--- config.mk ---
export PLATFORM = sky130hd
export DESIGN_NAME = lane_deskew
export DESIGN_NICKNAME = d
export VERILOG_FILES = /design/src/rtl/lane_pkg.sv /design/src/rtl/lane_fifo.sv /design/src/rtl/lane_deskew.sv
export SDC_FILE = /design/constraint.sdc
export NUM_CORES = 1
export LEC_CHECK = 0
export ABC_CLOCK_PERIOD_IN_PS = 5100
export CORE_MARGIN = 3
export CORE_UTILIZATION = 45
export DETAILED_ROUTE_END_ITERATION = 10
export SYNTH_ARGS = -nofsm -noshare
export SYNTH_HDL_FRONTEND = slang
export SYNTH_SLANG_ARGS = --single-unit
export TNS_END_PERCENT = 1
--- constraint.sdc ---
create_clock -name clk250k -period 5.1 [get_ports clk250k]
set_input_delay 0.51 -clock clk250k [delete_from_list [all_inputs] [get_ports clk250k]]
set_output_delay 0.51 -clock clk250k [all_outputs]
set_load 0.01 [all_outputs]
--- src/rtl/lane_pkg.sv ---
// lane_pkg: shared definitions for the lane deskew block.
//   NUM_LANES : number of deserializer lanes being aligned
//   COM_SYM   : default alignment symbol
//   state_t   : deskew FSM states
//   com_count : number of set bits in a per-lane COM hit vector
package lane_pkg;

  localparam int         NUM_LANES = 4;
  localparam logic [7:0] COM_SYM   = 8'hBC;

  typedef enum logic {
    SEARCH  = 1'b0,
    ALIGNED = 1'b1
  } state_t;

  function automatic logic [2:0] com_count(input logic [NUM_LANES-1:0] hits);
    logic [2:0] n;
    n = '0;
    for (int i = 0; i < NUM_LANES; i++) n = n + {2'b00, hits[i]};
    return n;
  endfunction

endpackage

--- src/rtl/lane_fifo.sv ---
// lane_fifo: per-lane synchronous FIFO with a combinational head.
//   clk, rst  : clock, asynchronous active-high reset
//   wr_en     : push wr_data (taken when not full, or when full and popping)
//   rd_en     : pop the head (ignored when empty)
//   flush     : empty the FIFO this edge; a coincident write is dropped
//   rd_data   : current head entry (meaningless while empty)
//   empty/full: occupancy flags
module lane_fifo #(
  parameter int DEPTH = 4,
  parameter int W     = 8
) (
  input  logic         clk,
  input  logic         rst,
  input  logic         wr_en,
  input  logic [W-1:0] wr_data,
  input  logic         rd_en,
  input  logic         flush,
  output logic [W-1:0] rd_data,
  output logic         empty,
  output logic         full
);

  localparam int AW = $clog2(DEPTH);

  logic [W-1:0] r_mem [DEPTH];
  logic [AW:0]  r_wptr;
  logic [AW:0]  r_rptr;
  logic         w_push;
  logic         w_pop;

  // Extra pointer MSB distinguishes full from empty when the indices match.
  assign empty   = (r_wptr == r_rptr);
  assign full    = (r_wptr[AW] != r_rptr[AW]) && (r_wptr[AW-1:0] == r_rptr[AW-1:0]);
  assign w_pop   = rd_en && !empty;
  assign w_push  = wr_en && (!full || w_pop);
  assign rd_data = r_mem[r_rptr[AW-1:0]];

  always_ff @(posedge clk or posedge rst) begin
    if (rst) begin
      r_wptr <= '0;
      r_rptr <= '0;
    end else if (flush) begin
      r_wptr <= '0;
      r_rptr <= '0;
    end else begin
      if (w_push) r_wptr <= r_wptr + 1'b1;
      if (w_pop)  r_rptr <= r_rptr + 1'b1;
    end
  end

  always_ff @(posedge clk) begin
    if (w_push && !flush) r_mem[r_wptr[AW-1:0]] <= wr_data;
  end

endmodule

--- src/rtl/lane_deskew.sv ---
// lane_deskew: four-lane receive aligner. Each lane is buffered in a
// lane_fifo; in SEARCH, lanes drop bytes until their head is COM and hold
// it until all four agree (bounded by MAX_SKEW cycles), then the block
// streams aligned sets while every lane has data.
//   clk250k, reset       : byte clock, asynchronous active-high reset
//   in_lane_N/in_valid_N : raw byte and valid per lane
//   Lane_N               : registered aligned byte per lane
//   valid_out            : Lane_N carry a new aligned set
//   lanes_aligned        : high while in ALIGNED
//   deskew_error         : one-cycle pulse on timeout, COM mismatch or overflow
module lane_deskew
  import lane_pkg::*;
#(
  parameter int         DEPTH    = 4,
  parameter int         MAX_SKEW = 3,
  parameter logic [7:0] COM      = COM_SYM
) (
  input  logic       clk250k,
  input  logic       reset,
  input  logic [7:0] in_lane_0,
  input  logic [7:0] in_lane_1,
  input  logic [7:0] in_lane_2,
  input  logic [7:0] in_lane_3,
  input  logic       in_valid_0,
  input  logic       in_valid_1,
  input  logic       in_valid_2,
  input  logic       in_valid_3,
  output logic [7:0] Lane_0,
  output logic [7:0] Lane_1,
  output logic [7:0] Lane_2,
  output logic [7:0] Lane_3,
  output logic       valid_out,
  output logic       lanes_aligned,
  output logic       deskew_error
);

  localparam int               CNT_W    = $clog2(MAX_SKEW + 1);
  localparam logic [CNT_W-1:0] SKEW_LIM = CNT_W'(MAX_SKEW);

  logic [NUM_LANES-1:0][7:0] w_in_data;
  logic [NUM_LANES-1:0]      w_in_vld;
  logic [NUM_LANES-1:0][7:0] w_head;
  logic [NUM_LANES-1:0]      w_empty;
  logic [NUM_LANES-1:0]      w_full;
  logic [NUM_LANES-1:0]      w_pop;
  logic [NUM_LANES-1:0]      w_is_com;
  logic [NUM_LANES-1:0]      w_head_com;
  logic [2:0]                w_ncom;
  logic                      w_flush;
  logic                      w_fault;
  logic                      w_ovf;

  state_t                    r_state, w_state_nxt;
  logic [CNT_W-1:0]          r_cnt, w_cnt_nxt;
  logic [NUM_LANES-1:0][7:0] r_lane, w_lane_nxt;
  logic                      r_valid, w_valid_nxt;
  logic                      r_err;

  assign w_in_data = {in_lane_3, in_lane_2, in_lane_1, in_lane_0};
  assign w_in_vld  = {in_valid_3, in_valid_2, in_valid_1, in_valid_0};

  for (genvar g = 0; g < NUM_LANES; g++) begin : g_lane
    lane_fifo #(.DEPTH(DEPTH), .W(8)) u_fifo (
      .clk    (clk250k),
      .rst    (reset),
      .wr_en  (w_in_vld[g]),
      .wr_data(w_in_data[g]),
      .rd_en  (w_pop[g]),
      .flush  (w_flush),
      .rd_data(w_head[g]),
      .empty  (w_empty[g]),
      .full   (w_full[g])
    );
    // w_is_com qualifies with occupancy; w_head_com is only consulted
    // when every lane is known non-empty.
    assign w_is_com[g]   = !w_empty[g] && (w_head[g] == COM);
    assign w_head_com[g] = (w_head[g] == COM);
  end

  assign w_ncom = com_count(w_head_com);

  always_comb begin
    w_state_nxt = r_state;
    w_cnt_nxt   = '0;
    w_pop       = '0;
    w_lane_nxt  = r_lane;
    w_valid_nxt = 1'b0;
    w_fault     = 1'b0;
    w_ovf       = 1'b0;
    w_flush     = 1'b0;

    case (r_state)
      SEARCH: begin
        if (&w_is_com) begin
          w_pop       = '1;
          w_lane_nxt  = w_head;
          w_valid_nxt = 1'b1;
          w_state_nxt = ALIGNED;
        end else begin
          // Non-COM heads are discarded; COM heads wait for the others.
          w_pop = ~w_empty & ~w_is_com;
          if (|w_is_com) begin
            if (r_cnt == SKEW_LIM) w_fault   = 1'b1;
            else                   w_cnt_nxt = r_cnt + 1'b1;
          end
        end
      end
      ALIGNED: begin
        if (!(|w_empty)) begin
          w_pop = '1;
          // A partial COM set means the lanes have slipped.
          if (w_ncom != 3'd0 && w_ncom != 3'(NUM_LANES)) begin
            w_fault = 1'b1;
          end else begin
            w_lane_nxt  = w_head;
            w_valid_nxt = 1'b1;
          end
        end
      end
      default: w_state_nxt = SEARCH;
    endcase

    // Overflow depends on this cycle's pops, so it is resolved last.
    w_ovf   = |(w_in_vld & w_full & ~w_pop);
    w_flush = w_fault | w_ovf;

    if (w_flush) begin
      w_state_nxt = SEARCH;
      w_cnt_nxt   = '0;
      w_valid_nxt = 1'b0;
      w_lane_nxt  = r_lane;
    end
  end

  always_ff @(posedge clk250k or posedge reset) begin
    if (reset) begin
      r_state <= SEARCH;
      r_cnt   <= '0;
      r_lane  <= '0;
      r_valid <= 1'b0;
      r_err   <= 1'b0;
    end else begin
      r_state <= w_state_nxt;
      r_cnt   <= w_cnt_nxt;
      r_lane  <= w_lane_nxt;
      r_valid <= w_valid_nxt;
      r_err   <= w_flush;
    end
  end

  assign Lane_0        = r_lane[0];
  assign Lane_1        = r_lane[1];
  assign Lane_2        = r_lane[2];
  assign Lane_3        = r_lane[3];
  assign valid_out     = r_valid;
  assign lanes_aligned = (r_state == ALIGNED);
  assign deskew_error  = r_err;

endmodule

==> results of run 1 <==
## state kept, by name, indices dropped and copies added (netlist names), 2 cells and up
name	cells
g_lane.u_fifo.r_wptr	12
g_lane.u_fifo.r_mem	128
g_lane.u_fifo.r_rptr	12
Lane_1	8
r_cnt	2
Lane_2	8
Lane_3	8
Lane_0	8
## metal layers
| layer | vias to the layer above | part of all wire (%) |
|---|---|---|
| met5 | - | 0 |
| met4 | 0 | 0.50 |
| met3 | 4 | 3.2 |
| met2 | 79 | 49 |
| met1 | 2150 | 47 |
| li1 | 2015 | - |
## worst max-delay path, stage by stage, from the launching register on
cell	delay [ns]
dfrtp_1	0.75
mux4_2	0.59
and4bb_1	0.30
nand2_1	0.17
fa_1	0.53
inv_1	0.04
ha_1	0.19
xnor2_1	0.13
nor2_1	0.13
nand3b_1	0.17
o221ai_4	0.38
nor3_1	0.36
buf_4	0.20
## worst min-delay path by stage
| stage | from | endpoint | slack, ns | cells after the start |
|---|---|---|---|---|
| 5_1_grt | r_cnt[0]$_DFF_PP0_ | r_cnt[0]$_DFF_PP0_ | 0.46 | 1 |
| 2_1_floorplan | r_cnt[0]$_DFF_PP0_ | r_cnt[0]$_DFF_PP0_ | 0.42 | 1 |
| 3_3_place_gp | r_cnt[0]$_DFF_PP0_ | r_cnt[0]$_DFF_PP0_ | 0.43 | 1 |
| 6_report | reset | Lane_2[0]$_DFFE_PP0P_ | 0.44 | 2 |
| 3_5_place_dp | r_cnt[0]$_DFF_PP0_ | r_cnt[0]$_DFF_PP0_ | 0.44 | 1 |
| 4_1_cts | reset | Lane_1[3]$_DFFE_PP0P_ | 0.45 | 2 |
## where the power goes
group          switching (W)  total [W]  internal [W]
clock               0.000559    0.00133      0.000774
sequential          0.000260    0.00222       0.00196
combinational       0.000699    0.00138      0.000678
total                0.00152    0.00493       0.00341
## logic make-up after synthesis
family                     synth area share [%]
DFF                                        65.7
and+or+nand+nor                            5.80
muxes                                      15.0
buffers and inverters                      3.26
AOI/OAI and AO/OA                          4.32
adders and majority gates                  3.61
xor gates and xnor gates                   2.25
## cell usage in the layout, fill, tap and decap left out, types with 2 or more instances in the layout
| cell type | instances |
|---|---|
| o41ai_2 | 5 |
| inv_2 | 2 |
| clkinv_4 | 5 |
| mux4_2 | 32 |
| dfrtp_1 | 61 |
| or2_2 | 2 |
| xnor2_1 | 8 |
| and4bb_2 | 2 |
| xor2_1 | 13 |
| nor2_1 | 15 |
| inv_1 | 35 |
| clkdlybuf4s50_1 | 72 |
| nor3b_1 | 3 |
| mux2i_1 | 4 |
| edfxtp_1 | 128 |
| nor2b_1 | 4 |
| a21oi_1 | 21 |
| clkbuf_1 | 2 |
| bufinv_16 | 3 |
| clkinvlp_4 | 2 |
| nand2_1 | 8 |
| buf_4 | 23 |
| or3_1 | 11 |
| nor3_1 | 19 |
| ha_1 | 22 |
| o22a_1 | 2 |
| and4bb_1 | 2 |
| and4b_1 | 4 |
| o21ai_0 | 12 |
| mux2_4 | 29 |
| mux2_1 | 3 |
| clkbuf_16 | 17 |
| o31a_1 | 4 |
## final cells by class
type	count	area, um2
clock inverter	13	166
tap	225	282
clock buffer	19	433
inverter	37	139
sequential	189	5370
multi-input combinational	239	2550
timing repair buffer	96	913
fill	1359	7680
## through the flow
stage / worst slack [ns] / hold WS [ns]
6_report: 0.868 / 0.442
5_1_grt: 0.511 / 0.465
4_1_cts: 0.830 / 0.451
3_5_place_dp: 0.825 / 0.442
3_3_place_gp: 0.924 / 0.430
2_1_floorplan: 1.13 / 0.418
## synthesized netlist by cell type (all sizes together) (2+ instances only)
cell,instances,share of area [%]
edfxtp,128,47
dfrtp,61,19
inv,37,1.7
mux2,32,5.7
mux4,32,8.8
a21oi,22,1.4
ha,22,3.4
nor3,19,1.2
buf,16,1.5
nor2,15,0.69
xor2,13,1.4
o21ai,12,0.73
or3,11,0.84
nand2,10,0.58
xnor2,8,0.86
o41ai,5,1.0
and4b,4,0.49
and4bb,4,0.61
mux2i,4,0.49
nor2b,4,0.31
o31a,4,0.43
nor3b,3,0.28
nor4,3,0.41
clkbuf,2,0.092
o22a,2,0.21
or2,2,0.15
==> flow_summary_export.csv, run 1 <==
group,metric,value,unit
placed_design,place_area,9260,um2
global_routing,gr-max-usage-layer,"met2",
logic_synthesis,syn_area,8170,um2
cts,htree_levels,4,
cts,cts.path.max_buffers,2,
sta,timing.fmax,236,MHz
die,fp.dieH,141,um
setup_path,required,5.23,ns
die,boundaryPins,73,
global_routing,met2_usage,25.0,%
cts,cts_repair_resize_count,0,
routing,drt_iter0_markers,211,
global_routing,grt_max_degree,41,
placed_design,port_buffers,72,
job,drv_cap,0,
setup_path,worst-path-max-fanout,33,
routing,vias,4248,
placed_design,place_congestion,0.730,
global_routing,grt_pass1_wl,24.4,mm
logic_synthesis,ys_ff_latch,189,
cts,clock_sinks,189,
setup_path,setup.worst_path.start_class,"register",
global_routing,grtUsageTotal,16.1,%
global_routing,antenna_found_initial,0,
setup_path,ff2ff_setup_slack,0.87,ns
logic_synthesis,synth_ff_type,"edfxtp_1",
logic_synthesis,syn_nets,544,
global_routing,grt_pass1_vias,4470,
cts,cts.reportedPaths.clkPinSlew,0.06,ns
logic_synthesis,synth_edf_count,128,
setup_path,worstReg2RegEnd,"g_lane[1].u_fifo.r_mem[3][3]$_DFFE_PP_",
pwr,power,0.00493,W
die,die_w,141,um
pwr,power_density,500,nW/um2
cts,clockRootBuffer,"clkbuf_16",
sta,period_needed,4.23,ns
sta,drv_slew,0,
cts,hold_buffers,0,
sta,hold_viol,0,
global_routing,global_route.usage.met1,23.0,%
setup_path,rr_startpoint,"g_lane[3].u_fifo.r_rptr[0]$_DFFE_PP0P_",
cts,worstSkewPairLatency,0.43,ns
pwr,ir_worst_vdd,0.000293,V
logic_synthesis,synthArstFlopShare,32.3,%
logic_synthesis,yosys_warnings,0,
placed_design,dp.cells,786,
global_routing,grt-ovfl-total,0,
logic_synthesis,netlist_instances,483,
setup_path,critPathCapture,"g_lane[1].u_fifo.r_mem[3][3]$_DFFE_PP_",
setup_path,critPathKind,"register to register",
worst_hold_path,hp-class,"input pin to async pin",
finish,area_growth,20.6,%
sta,relSlewSlack,37.6,%
logic_synthesis,synthDistinctLibCells,44,
setup_path,reg2regPathDepth,12,
sta,rsz0062_at_grt,"no",
placed_design,hpwl,10.6,mm
cts,cts_setup_buffers,0,
logic_synthesis,syn_area_per_cell,16.9,um2
routing,drt_first_pass_iters,4,
logic_synthesis,yosysSeqAreaShare,65.7,%
finish,diodes,0,
sta,setup_viol,0,
routing,ant_nets,0,
finish,stdcell_count,818,
finish,post-route-util,56.2,%
sta,min_period_over_period,83.0,%
sta,tns,0,ns
sta,finClkSkew,0.0159,ns
finish,design_area,9860,um2
cts,cts_made_buffers,17,
routing,routedWlPerCell,18.5,um
routing,avgViaCountPerCell,5.19,
sta,worst_pin_slew,0.937,ns
global_routing,gr-usage-met3,3.29,%
die,dieArea,19800,um2
finish,layout-drive-gt1-share,22.1,%
routing,post-route-drc-count,0,
routing,routed_wl,15.2,mm
pwr,total_leakage_power,3.85,nW
run_status,outcome,"completed",
setup_path,worstSetupEndpointType,"register",
die,core_region_area,17500,um2
finish,nNetsFinal,641,
setup_path,crit_start,"g_lane[3].u_fifo.r_rptr[0]$_DFFE_PP0P_",
setup_path,arrival,4.36,ns
die,fp-row-count,48,
cts,cts_tree,"done",
die,start_util,46.6,%
(Power assumes the default switching activity.)
==> run 2: changes to the inputs <==
- ABC_CLOCK_PERIOD_IN_PS: 5100 -> 3800
- PLACE_DENSITY: default -> 0.67
- clock period: 5.1 -> 3.8 ns (I/O delays scaled with it)
==> flow_summary_export.csv, run 2 (synthesis gave the netlist of run 1 again) <==
group,metric,value,unit
run_status,outcome,"completed",
routing,drt_iter0_markers,301,
finish,layout-drive-gt1-share,25.4,%
setup_path,cpLargestDelayFamily,"simple AND/OR/NAND/NOR gates",
global_routing,grt_pass1_wl,25.2,mm
placed_design,pre_cts_slack,0.0531,ns
setup_path,crit_buf_inv,3,
cts,cts_made_buffers,17,
placed_design,place_congestion,0.775,
die,die_w,141,um
finish,area_growth,21.8,%
setup_path,worst-path-max-fanout,30,
routing,vias,4363,
worst_hold_path,hp-class,"register to register",
finish,nNetsFinal,655,
routing,ant_nets,0,
finish,largest_reg_flops,128,
setup_path,required,3.94,ns
routing,routedWlPerCell,18.6,um
global_routing,grt_pass1_vias,4670,
pwr,power_density,661,nW/um2
setup_path,cpPeakStageDelay,0.54,ns
die,boundaryPins,73,
die,core_region_area,17500,um2
cts,clock_sinks,189,
setup_path,worstSetupEndpointType,"register",
global_routing,grt-ovfl-total,0,
die,dieArea,19800,um2
pwr,power,0.00658,W
pwr,ir_worst_vdd,0.000376,V
cts,clockRootBuffer,"clkbuf_16",
setup_path,critPathKind,"register to register",
finish,final_common_cell,"edfxtp_1",
die,fp-row-count,48,
pwr,total_leakage_power,3.91,nW
cts,cts_tree,"done",
global_routing,grt_max_degree,48,
placed_design,port_buffers,72,
cts,cts.path.max_buffers,2,
sta,rsz0062_at_grt,"yes",
job,drv_cap,0,
die,fp.dieH,141,um
finish,fill_cells,1337,
routing,post-route-drc-count,0,
sta,min_period_over_period,95.2,%
cts,cts.reportedPaths.clkPinSlew,0.07,ns
sta,setup_ws,0.181,ns
cts,worstSkewPairLatency,0.43,ns
sta,tns,0,ns
finish,multi_input_area,2560,um2
sta,relSlewSlack,30.0,%
finish,diodes,0,
sta,period_needed,3.62,ns
finish,post-route-util,56.8,%
setup_path,arrival,3.76,ns
die,start_util,46.6,%
cts,cts_setup_buffers,0,
finish,most-common-layout-cells,"128 x edfxtp_1, 72 x clkdlybuf4s50_1, 58 x dfrtp_1",
global_routing,antenna_found_initial,0,
global_routing,grtUsageTotal,16.5,%
sta,hold_viol,0,
sta,finClkSkew,0.00894,ns
routing,routed_wl,15.5,mm
setup_path,slowest_stage,"fa_1",
routing,avgViaCountPerCell,5.24,
routing,drt_first_pass_iters,6,
sta,setup_viol,0,
placed_design,hpwl,11.1,mm
sta,worst_pin_slew,1.05,ns
cts,htree_levels,4,
finish,register_area,5370,um2
sta,timing.fmax,276,MHz
setup_path,cp_cell_sequence,"mux4_2 > and4b_1 > nand2_2 > fa_1 > inv_1 > ha_1 > xnor2_1 > nor2_1 > nand3b_1 > o221ai_4 > buf_12 > nor3_1 > buf_4",
setup_path,setup.worst_path.start_class,"register",
sta,drv_slew,0,
## run 2: changes by cell type in the layout (fill, tap and decap cells not counted), moves of 2 or more
cell,before,now
buf_4,23,35
bufinv_16,3,0
dfrtp_1,61,58
dfrtp_2,0,3
inv_6,1,4
inv_8,0,3
buf_12,1,3
clkbuf_1,2,0
nor3_1,19,17
nor3_2,0,2
## run 2: worst paths after layout
path,from,slack [ns],cells past startpoint,endpoint
max reg2reg,g_lane[0].u_fifo.r_rptr[0]$_DFFE_PP0P_,0.18,13,g_lane[3].u_fifo.r_mem[1][2]$_DFFE_PP_
min,r_cnt[0]$_DFF_PP0_,0.46,1,r_cnt[0]$_DFF_PP0_
min in group asynchronous,reset,0.52,2,Lane_2[1]$_DFFE_PP0P_
min reg2reg,r_cnt[0]$_DFF_PP0_,0.46,1,r_cnt[0]$_DFF_PP0_
max,g_lane[0].u_fifo.r_rptr[0]$_DFFE_PP0P_,0.18,13,g_lane[3].u_fifo.r_mem[1][2]$_DFFE_PP_
max in group asynchronous,reset,2.43,3,g_lane[3].u_fifo.r_rptr[0]$_DFFE_PP0P_
## run 2: worst reg2reg max path: cells and delay by family (launching register included)
| kind | cells | cell delay, ns |
|---|---|---|
| xor+xnor | 1 | 0.13 |
| mux | 1 | 0.53 |
| buf+inv | 3 | 0.44 |
| compound gates | 1 | 0.13 |
| flops | 1 | 0.47 |
| fa+ha+maj | 2 | 0.72 |
| simple gates | 5 | 0.90 |
## run 2: power breakdown
group          leakage, nW  switching, W  total, W  internal, W
Clock                0.270      0.000804   0.00166     0.000859
Combinational         1.67       0.00102   0.00199     0.000965
Sequential            1.97      0.000293   0.00293      0.00264
Total                 3.91       0.00212   0.00658      0.00446
## run 2: through the flow
step | cell area [um2] | cells | hold WS, ns
2_1_floorplan | 8170 | 483 | 0.418
3_3_place_gp | 9390 | 800 | 0.434
3_5_place_dp | 9390 | 800 | 0.442
4_1_cts | 9940 | 832 | 0.452
5_1_grt | 9960 | 832 | 0.485
6_report | 9960 | 832 | 0.459
## run 2: metal layers
layer | up-vias | GRT usage, % | wire length, um
met4 | 0 | 4.90 | 199
met5 | - | 0 | 0
met1 | 2201 | 22.7 | 7090
li1 | 2054 | - | -
met2 | 93 | 26.5 | 7500
met3 | 15 | 3.97 | 680
## run 2: area by class of cell
type	instances	share of cell area, %
sequential	189	54.0
multi-input combinational	239	25.8
timing repair buffer	110	10.5
clock buffer	17	4.27
tap	225	2.83
inverter	37	1.39
clock inverter	15	1.29
## run 2: timing repair
action | 4_1_cts | 5_1_grt
hold buffers | 0 | 0
setup endpoints to repair | 0 | 128
gates resized for setup | 0 | 6
==> run 3: changes to the inputs <==
- ABC_CLOCK_PERIOD_IN_PS: 3800 -> 3100
- CORE_MARGIN: 3 -> default
- clock period: 3.8 -> 3.1 ns (I/O delays scaled with it)
==> flow_summary_export.csv, run 3 (synthesis gave the netlist of run 1 again) <==
group,metric,value,unit
die,die_w,137,um
cts,cts_tree,"done",
die,core_region_area,17500,um2
routing,drt_iter0_markers,187,
global_routing,grt_max_degree,28,
finish,most-common-layout-cells,"128 x edfxtp_1, 72 x clkdlybuf4s50_1, 65 x buf_4",
cts,cts.path.max_buffers,2,
finish,nNetsFinal,704,
sta,worst_pin_slew,0.646,ns
run_status,outcome,"finished with violations",
die,dieArea,18700,um2
routing,routed_wl,15.8,mm
die,start_util,46.6,%
cts,cts.reportedPaths.clkPinSlew,0.07,ns
finish,final_common_cell,"edfxtp_1",
setup_path,setup.worst_path.start_class,"register",
routing,routedWlPerCell,17.9,um
finish,register_area,5370,um2
cts,cts_setup_buffers,0,
placed_design,hpwl,11.5,mm
sta,finClkSkew,0.00875,ns
pwr,power_density,820,nW/um2
setup_path,cp_cell_sequence,"mux4_2 > and4bb_2 > nand2_4 > fa_1 > inv_2 > ha_4 > xnor2_1 > nor2_2 > nand3b_1 > o221ai_4 > buf_12 > nor3_4 > buf_4",
run_status,failed_checks,"negative setup slack",
finish,multi_input_area,2760,um2
finish,fill_cells,1305,
die,fp-row-count,48,
finish,largest_reg_flops,128,
die,boundaryPins,73,
setup_path,worstSetupEndpointType,"register",
die,fp.dieH,137,um
placed_design,place_congestion,0.795,
sta,period_needed,3.52,ns
routing,avgViaCountPerCell,5.20,
worst_hold_path,hp-class,"input pin to async pin",
routing,ant_nets,0,
setup_path,required,3.26,ns
pwr,ir_worst_vdd,0.000432,V
finish,diodes,0,
placed_design,port_buffers,72,
cts,htree_levels,4,
setup_path,arrival,3.68,ns
cts,clockRootBuffer,"clkbuf_16",
setup_path,slowest_stage,"mux4_2",
routing,drt_first_pass_iters,4,
sta,min_period_over_period,114,%
setup_path,cpPeakStageDelay,0.55,ns
finish,area_growth,31.0,%
sta,setup_ws,-0.420,ns
routing,post-route-drc-count,0,
sta,timing.fmax,284,MHz
job,drv_cap,0,
routing,vias,4581,
sta,tns,-62.79,ns
sta,hold_ws,0.281,ns
global_routing,grtUsageTotal,18.7,%
setup_path,worst-path-max-fanout,20,
cts,hold_buffers,0,
sta,hold_viol,0,
sta,setup_viol,189,
setup_path,critPathKind,"register to register",
finish,layout-drive-gt1-share,34.3,%
pwr,power,0.00877,W
pwr,total_leakage_power,4.20,nW
cts,cts_made_buffers,17,
global_routing,antenna_found_initial,0,
cts,clock_sinks,189,
sta,rsz0062_at_grt,"yes",
global_routing,grt_pass1_wl,25.7,mm
placed_design,dp.cells,849,
sta,drv_slew,0,
global_routing,grt_pass1_vias,4909,
finish,stdcell_count,881,
cts,worstSkewPairLatency,0.43,ns
global_routing,grt-ovfl-total,0,
sta,relSlewSlack,56.8,%
[run 3: cell count changes in the layout (fill, tap and decap cells not counted), sizes merged]
cell | previous run | this run
clkbuf | 17 | 18
buf | 38 | 87
clkinv | 6 | 4
clkinvlp | 2 | 3
[run 3: area by class of cell]
cell class | count | area share, %
inverter | 37 | 1.30
sequential | 189 | 50.2
timing repair buffer | 159 | 14.9
clock buffer | 18 | 4.01
tap | 225 | 2.63
clock inverter | 14 | 1.18
multi-input combinational | 239 | 25.8
[run 3: worst paths after layout]
| kind | startpoint | end | slack, ns | depth (start not counted) |
|---|---|---|---|---|
| min in group clk250k | r_cnt[0]$_DFF_PP0_ | r_cnt[0]$_DFF_PP0_ | 0.47 | 1 |
| max in group asynchronous | reset | g_lane[1].u_fifo.r_rptr[0]$_DFFE_PP0P_ | 2.08 | 3 |
| setup reg to reg | g_lane[1].u_fifo.r_rptr[0]$_DFFE_PP0P_ | g_lane[3].u_fifo.r_mem[1][6]$_DFFE_PP_ | -0.42 | 13 |
| hold / removal | reset | Lane_2[7]$_DFFE_PP0P_ | 0.28 | 2 |
| setup / recovery | g_lane[1].u_fifo.r_rptr[0]$_DFFE_PP0P_ | g_lane[3].u_fifo.r_mem[1][6]$_DFFE_PP_ | -0.42 | 13 |
| hold reg to reg | r_cnt[0]$_DFF_PP0_ | r_cnt[0]$_DFF_PP0_ | 0.47 | 1 |
[run 3: critical path, delay by kind of cell, from the launching register on]
kind	cells	cell delay, ns
multiplexers	1	0.55
AND/OR/NAND/NOR	5	0.89
flip-flops	1	0.45
XOR/XNOR	1	0.12
adder cells (fa/ha/maj)	2	0.67
AO/OA/AOI/OAI	1	0.15
buffers and inverters	3	0.41
[run 3: layer usage]
layer  track usage, %  vias to the layer above  part of all wire, %
met4             5.06                        0                  1.1
met5                0                        -                    0
met1             24.1                     2326                   45
met2             31.2                       78                   51
li1                 -                     2156                    -
met3             4.78                       21                  3.4
[run 3: stage by stage]
| step | setup slack (ns) | utilization [%] | area (um2) |
|---|---|---|---|
| 2_1_floorplan | -0.478 | - | 8360 |
| 3_3_place_gp | -0.566 | 57.4 | 10100 |
| 3_5_place_dp | -0.581 | 57.4 | 10100 |
| 4_1_cts | -0.508 | 60.9 | 10700 |
| 5_1_grt | -0.562 | 61.0 | 10700 |
| 6_report | -0.420 | 61.0 | 10700 |
[run 3: power by group]
part	switching [W]	internal, W
Clock	0.000991	0.00106
Sequential	0.000298	0.00324
Combinational	0.00149	0.00170
Total	0.00278	0.00599
[run 3: what timing repair did]
item / in CTS / in global routing
resized for setup: 18 / 6
pin swaps: 4 / 6
endpoints found under the setup margin: 189 / 189
==> patch 1 (flow settings as in run 3) <==
Register the outputs `Lane_0`, `Lane_1`, `Lane_2`, `Lane_3` and `lanes_aligned`, cleared by the reset; this adds one clock of latency there. The other outputs are not delayed to match.
--- a/src/rtl/lane_deskew.sv
+++ b/src/rtl/lane_deskew.sv
@@ -148,12 +148,22 @@
     end
   end
 
-  assign Lane_0        = r_lane[0];
-  assign Lane_1        = r_lane[1];
-  assign Lane_2        = r_lane[2];
-  assign Lane_3        = r_lane[3];
   assign valid_out     = r_valid;
-  assign lanes_aligned = (r_state == ALIGNED);
+  always_ff @(posedge clk250k or posedge reset) begin
+    if (reset) begin
+      Lane_0        <= '0;
+      Lane_1        <= '0;
+      Lane_2        <= '0;
+      Lane_3        <= '0;
+      lanes_aligned <= '0;
+    end else begin
+      Lane_0        <= r_lane[0];
+      Lane_1        <= r_lane[1];
+      Lane_2        <= r_lane[2];
+      Lane_3        <= r_lane[3];
+      lanes_aligned <= (r_state == ALIGNED);
+    end
+  end
   assign deskew_error  = r_err;
 
 endmodule
Check against the original RTL: not equivalent (a bounded check fails within 4 cycles, from zero or initial values and one cycle with reset high).
==> patch 1 against run 3 <==
Critical path type unchanged; worst setup slack worse by 0.18 ns; the run still ends with negative setup slack left; sequential share of layout area increased by 2.3 points; wire length grew 7.6%; power increased by 16%; critical endpoint is now g_lane[0].u_fifo.r_mem[0][2]; synthesized area is 9.7% higher; sequential cell count grew 33; die area grew 9.6%; cell area grew 10%.
==> patch 1: results (changes against run 3) <==
The post-detailed-route wirelength per cell was 17.7 microns (-1.4%); the cell count of the worst reg-to-reg path was 12 (-1). The share of the synthesized area in compound gates (AO/OA/AOI/OAI) was 0.0374 (-0.00578); the measured slew at the worst slew-check pin was 0.759 ns (+0.113 ns). The tools report the final routed wirelength across all metal layers as 17000 microns (+7.6%). The largest fanout on the critical path is 10 (-50%).

The run gives 0.691 (+0.0339) as the proportion of synthesized chip area in sequential cells. In this run the worst setup path terminates at g_lane[0].u_fifo.r_mem[0][2]. The run finished, with violations left. The count of final setup violators came out at 189 (unchanged).

The cell depth of the worst setup path was 12 (-1). The fraction of the mapped netlist area in adder cells works out to 0.0329 (-0.00320). The arrival time of the worst setup path was 3.91 ns (+0.23 ns); the detailed router's first-iteration violation count was 207 (+11%).

For the number of filler instances in the final layout, the log shows 1480 (+13%). The final reports fail on negative setup slack. The tools report the leakage power of the design as 4.78 nW (+14%).

The worst ir drop on vdd is 0.395 mV (-8.5%), and the final HPWL from detailed placement is 12200 microns (+6.6%). Async set-reset flop share out of synthesis: 0.423 (+0.101). The run gives 0.809 (+1.8%) as the last weighted congestion value of the routability-driven placer. For the total number of nets in the final design, the log shows 742 (+5.4%). For the maximum buffer depth of the clock tree, the log shows 3 (+1).

The pin count of the biggest net entering global routing is 52 (+86%), and the final setup TNS is -88.26 ns (-25.46 ns). The tools report the via count of the first global-routing pass as 5382 (+9.6%). The pre-CTS setup slack was -0.750 ns (-0.170 ns).

The level count of the clock H-tree is 1 (-3), and the post-layout worst setup margin is -0.602 ns (-0.182 ns).
-- patch 1: cell type report --
class	instances	area, sq um	area share
clock buffer	24	589	0.0499
clock inverter	17	234	0.0198
inverter	32	123	0.0104
multi-input combinational	248	2720	0.231
sequential	222	6200	0.525
tap	265	332	0.0281
timing repair buffer	154	1600	0.136
-- patch 1: power breakdown --
group | internal, W | leakage (nW) | switching [W]
Clock | 0.00187 | 0.409 | 0.00108
Sequential | 0.00367 | 2.43 | 0.000313
Combinational | 0.00167 | 1.94 | 0.00159
-- patch 1: worst register-to-register path: stages (launching register included) --
cell                       delay [ns]
sky130_fd_sc_hd__dfrtp_2         0.44
sky130_fd_sc_hd__mux4_2          0.54
sky130_fd_sc_hd__nand4b_1        0.26
sky130_fd_sc_hd__or2_4           0.30
sky130_fd_sc_hd__fa_1            0.50
sky130_fd_sc_hd__inv_1           0.04
sky130_fd_sc_hd__ha_2            0.16
sky130_fd_sc_hd__xnor2_1         0.13
sky130_fd_sc_hd__o211ai_1        0.26
sky130_fd_sc_hd__o221ai_4        0.20
sky130_fd_sc_hd__buf_12          0.20
sky130_fd_sc_hd__nor3_4          0.23
sky130_fd_sc_hd__buf_12          0.16
-- patch 1: repair_timing --
action,CTS,global route
endpoints found under the setup margin,189,189
gates cloned,1,0
gates resized for setup,14,11
setup buffers,3,1
pin swaps,7,2
-- patch 1: metal layers --
layer  global-route usage  wire, microns  up-vias
li1                     -              -     2272
met1                0.224           7240     2485
met2                0.302           8760       95
met3               0.0309            721       25
met4               0.0481            283        0
met5                    0              0        -
-- patch 1: cell families (layout without fill, tap and decap cells) --
family,count (synthesis),after routing
AOI/OAI and AO/OA,42,42
buffers and inverters,51,227
and+or+nand+nor,86,86
DFF,222,222
adders and majority gates,23,23
muxes,72,72
xor gates and xnor gates,25,25
==> patch 2 (flow settings as in run 3) <==
Made on the original files. The parameter `MAX_SKEW` goes from 3 to 5.
--- a/src/rtl/lane_deskew.sv
+++ b/src/rtl/lane_deskew.sv
@@ -12,7 +12,7 @@
   import lane_pkg::*;
 #(
   parameter int         DEPTH    = 4,
-  parameter int         MAX_SKEW = 3,
+  parameter int         MAX_SKEW = 5,
   parameter logic [7:0] COM      = COM_SYM
 ) (
   input  logic       clk250k,
Behaviour: not the same (Yosys sat finds a counterexample within 10 cycles, from zero or initial values and one cycle with reset high).
==> patch 2 against run 3 <==
The run still ends with negative setup slack left; power rose by 6.5%; synthesized area rose by 0.92%; wire length rose by 12%; clock skew barely moved; core utilization rose by 0.87 points; clock power rose by 6%; sequential cell count rose by 1; sequential power rose by 2%; worst hold slack got worse by 0.072 ns; cell area rose by 3.9%; worst setup slack got worse by 0.23 ns; critical path type unchanged; highest routed layer unchanged.
==> patch 2: results (changes against run 3) <==
The run finished, with violations left. The final reports fail on negative setup slack. The post-synth net total is 562 (+3.3%).

The post-layout worst setup margin came out at -0.650 ns (-0.230 ns). For the final instance count without filler cells, the log shows 927 (+5.2%). The global-route total usage across every layer came out at 0.206 (+0.0194).

Last element of the critical path: g_lane[0].u_fifo.r_mem[0][5]. The number of filler instances in the final layout is 1289 (-1.2%). The first-pass iteration count of the detailed router was 5 (+1); the total number of nets in the final design was 745 (+5.8%). The logs give 190 (+0.53%) for the count of final setup violators and 0.0394 (-0.00841) for the fraction of met3 tracks used by global routing.

The share of post-route cells with drive strength above 1 is 0.340 (-0.00345). The run gives 0.538 (-0.0305) as the relative max-transition margin. Largest fanout on the critical path: 6 (-70%). The pin count of the biggest net entering global routing is 30 (+7.1%), and the number of instances in the placed design is 868 (+2.2%). The final setup TNS is -107.25 ns (-44.46 ns). The async set-reset flop share out of synthesis was 0.326 (+0.00356); the combinational fraction of design power was 0.384 (+0.020). The run gives 8690 microns (+8.1%) as the detailed route wirelength on metal2. For the internal cell power, the log shows 0.00634 W (+5.8%).

The first-pass GRT wire length came out at 28500 microns (+11%). Tracing the worst setup path back leads to its startpoint at g_lane[3].u_fifo.r_rptr[0]. The tools report the leakage power of the design as 4.39 nW (+4.5%). Fraction of the mapped netlist area in adder cells: 0.0343 (-0.00185).

The run gives 0.654 (-0.00295) as the proportion of synthesized chip area in sequential cells. The met2 usage in global routing was 0.331 (+0.0184). Post-route clock skew: 0.00885 ns (+0.000103 ns).
[patch 2: critical path: stages (launching register included)]
cell,delay (ns)
sky130_fd_sc_hd__dfrtp_2,0.46
sky130_fd_sc_hd__mux4_2,0.54
sky130_fd_sc_hd__nand4b_1,0.23
sky130_fd_sc_hd__or2_4,0.29
sky130_fd_sc_hd__fa_1,0.55
sky130_fd_sc_hd__inv_2,0.05
sky130_fd_sc_hd__ha_4,0.15
sky130_fd_sc_hd__xnor2_2,0.13
sky130_fd_sc_hd__nor2_2,0.13
sky130_fd_sc_hd__or3_4,0.19
sky130_fd_sc_hd__o211ai_4,0.16
sky130_fd_sc_hd__buf_12,0.20
sky130_fd_sc_hd__nor3_4,0.23
sky130_fd_sc_hd__buf_4,0.17
[patch 2: layout make-up]
class	count	area (sq um)	share of cell area
multi-input cells	255	2890	0.260
flip-flops and latches	190	5400	0.485
well taps	229	287	0.0258
repair buffers	185	1820	0.164
clock inverters	12	138	0.0124
inverters	36	135	0.0121
clock buffers	20	447	0.0402
[patch 2: worst min-delay path by stage]
stage	start	endpoint	cells past startpoint
after floorplan	in_lane_0[0]	g_lane[0].u_fifo.r_mem[0][0]	0
after global placement	Lane_2[2]	Lane_2[2]	1
after detailed placement	Lane_3[3]	Lane_3[3]	1
after CTS	reset	Lane_2[4]	2
after global routing	reset	Lane_1[2]	2
final	reset	Lane_2[7]	2
[patch 2: through the flow]
stage	hold slack, ns	util	area [sq um]	total power [W]
2_1_floorplan	0.409	-	8420	0.00566
3_3_place_gp	0.473	0.555	9970	0.00670
3_5_place_dp	0.484	0.555	9970	0.00683
4_1_cts	0.221	0.614	11000	0.00930
5_1_grt	0.270	0.619	11100	0.00987
6_report	0.209	0.619	11100	0.00934
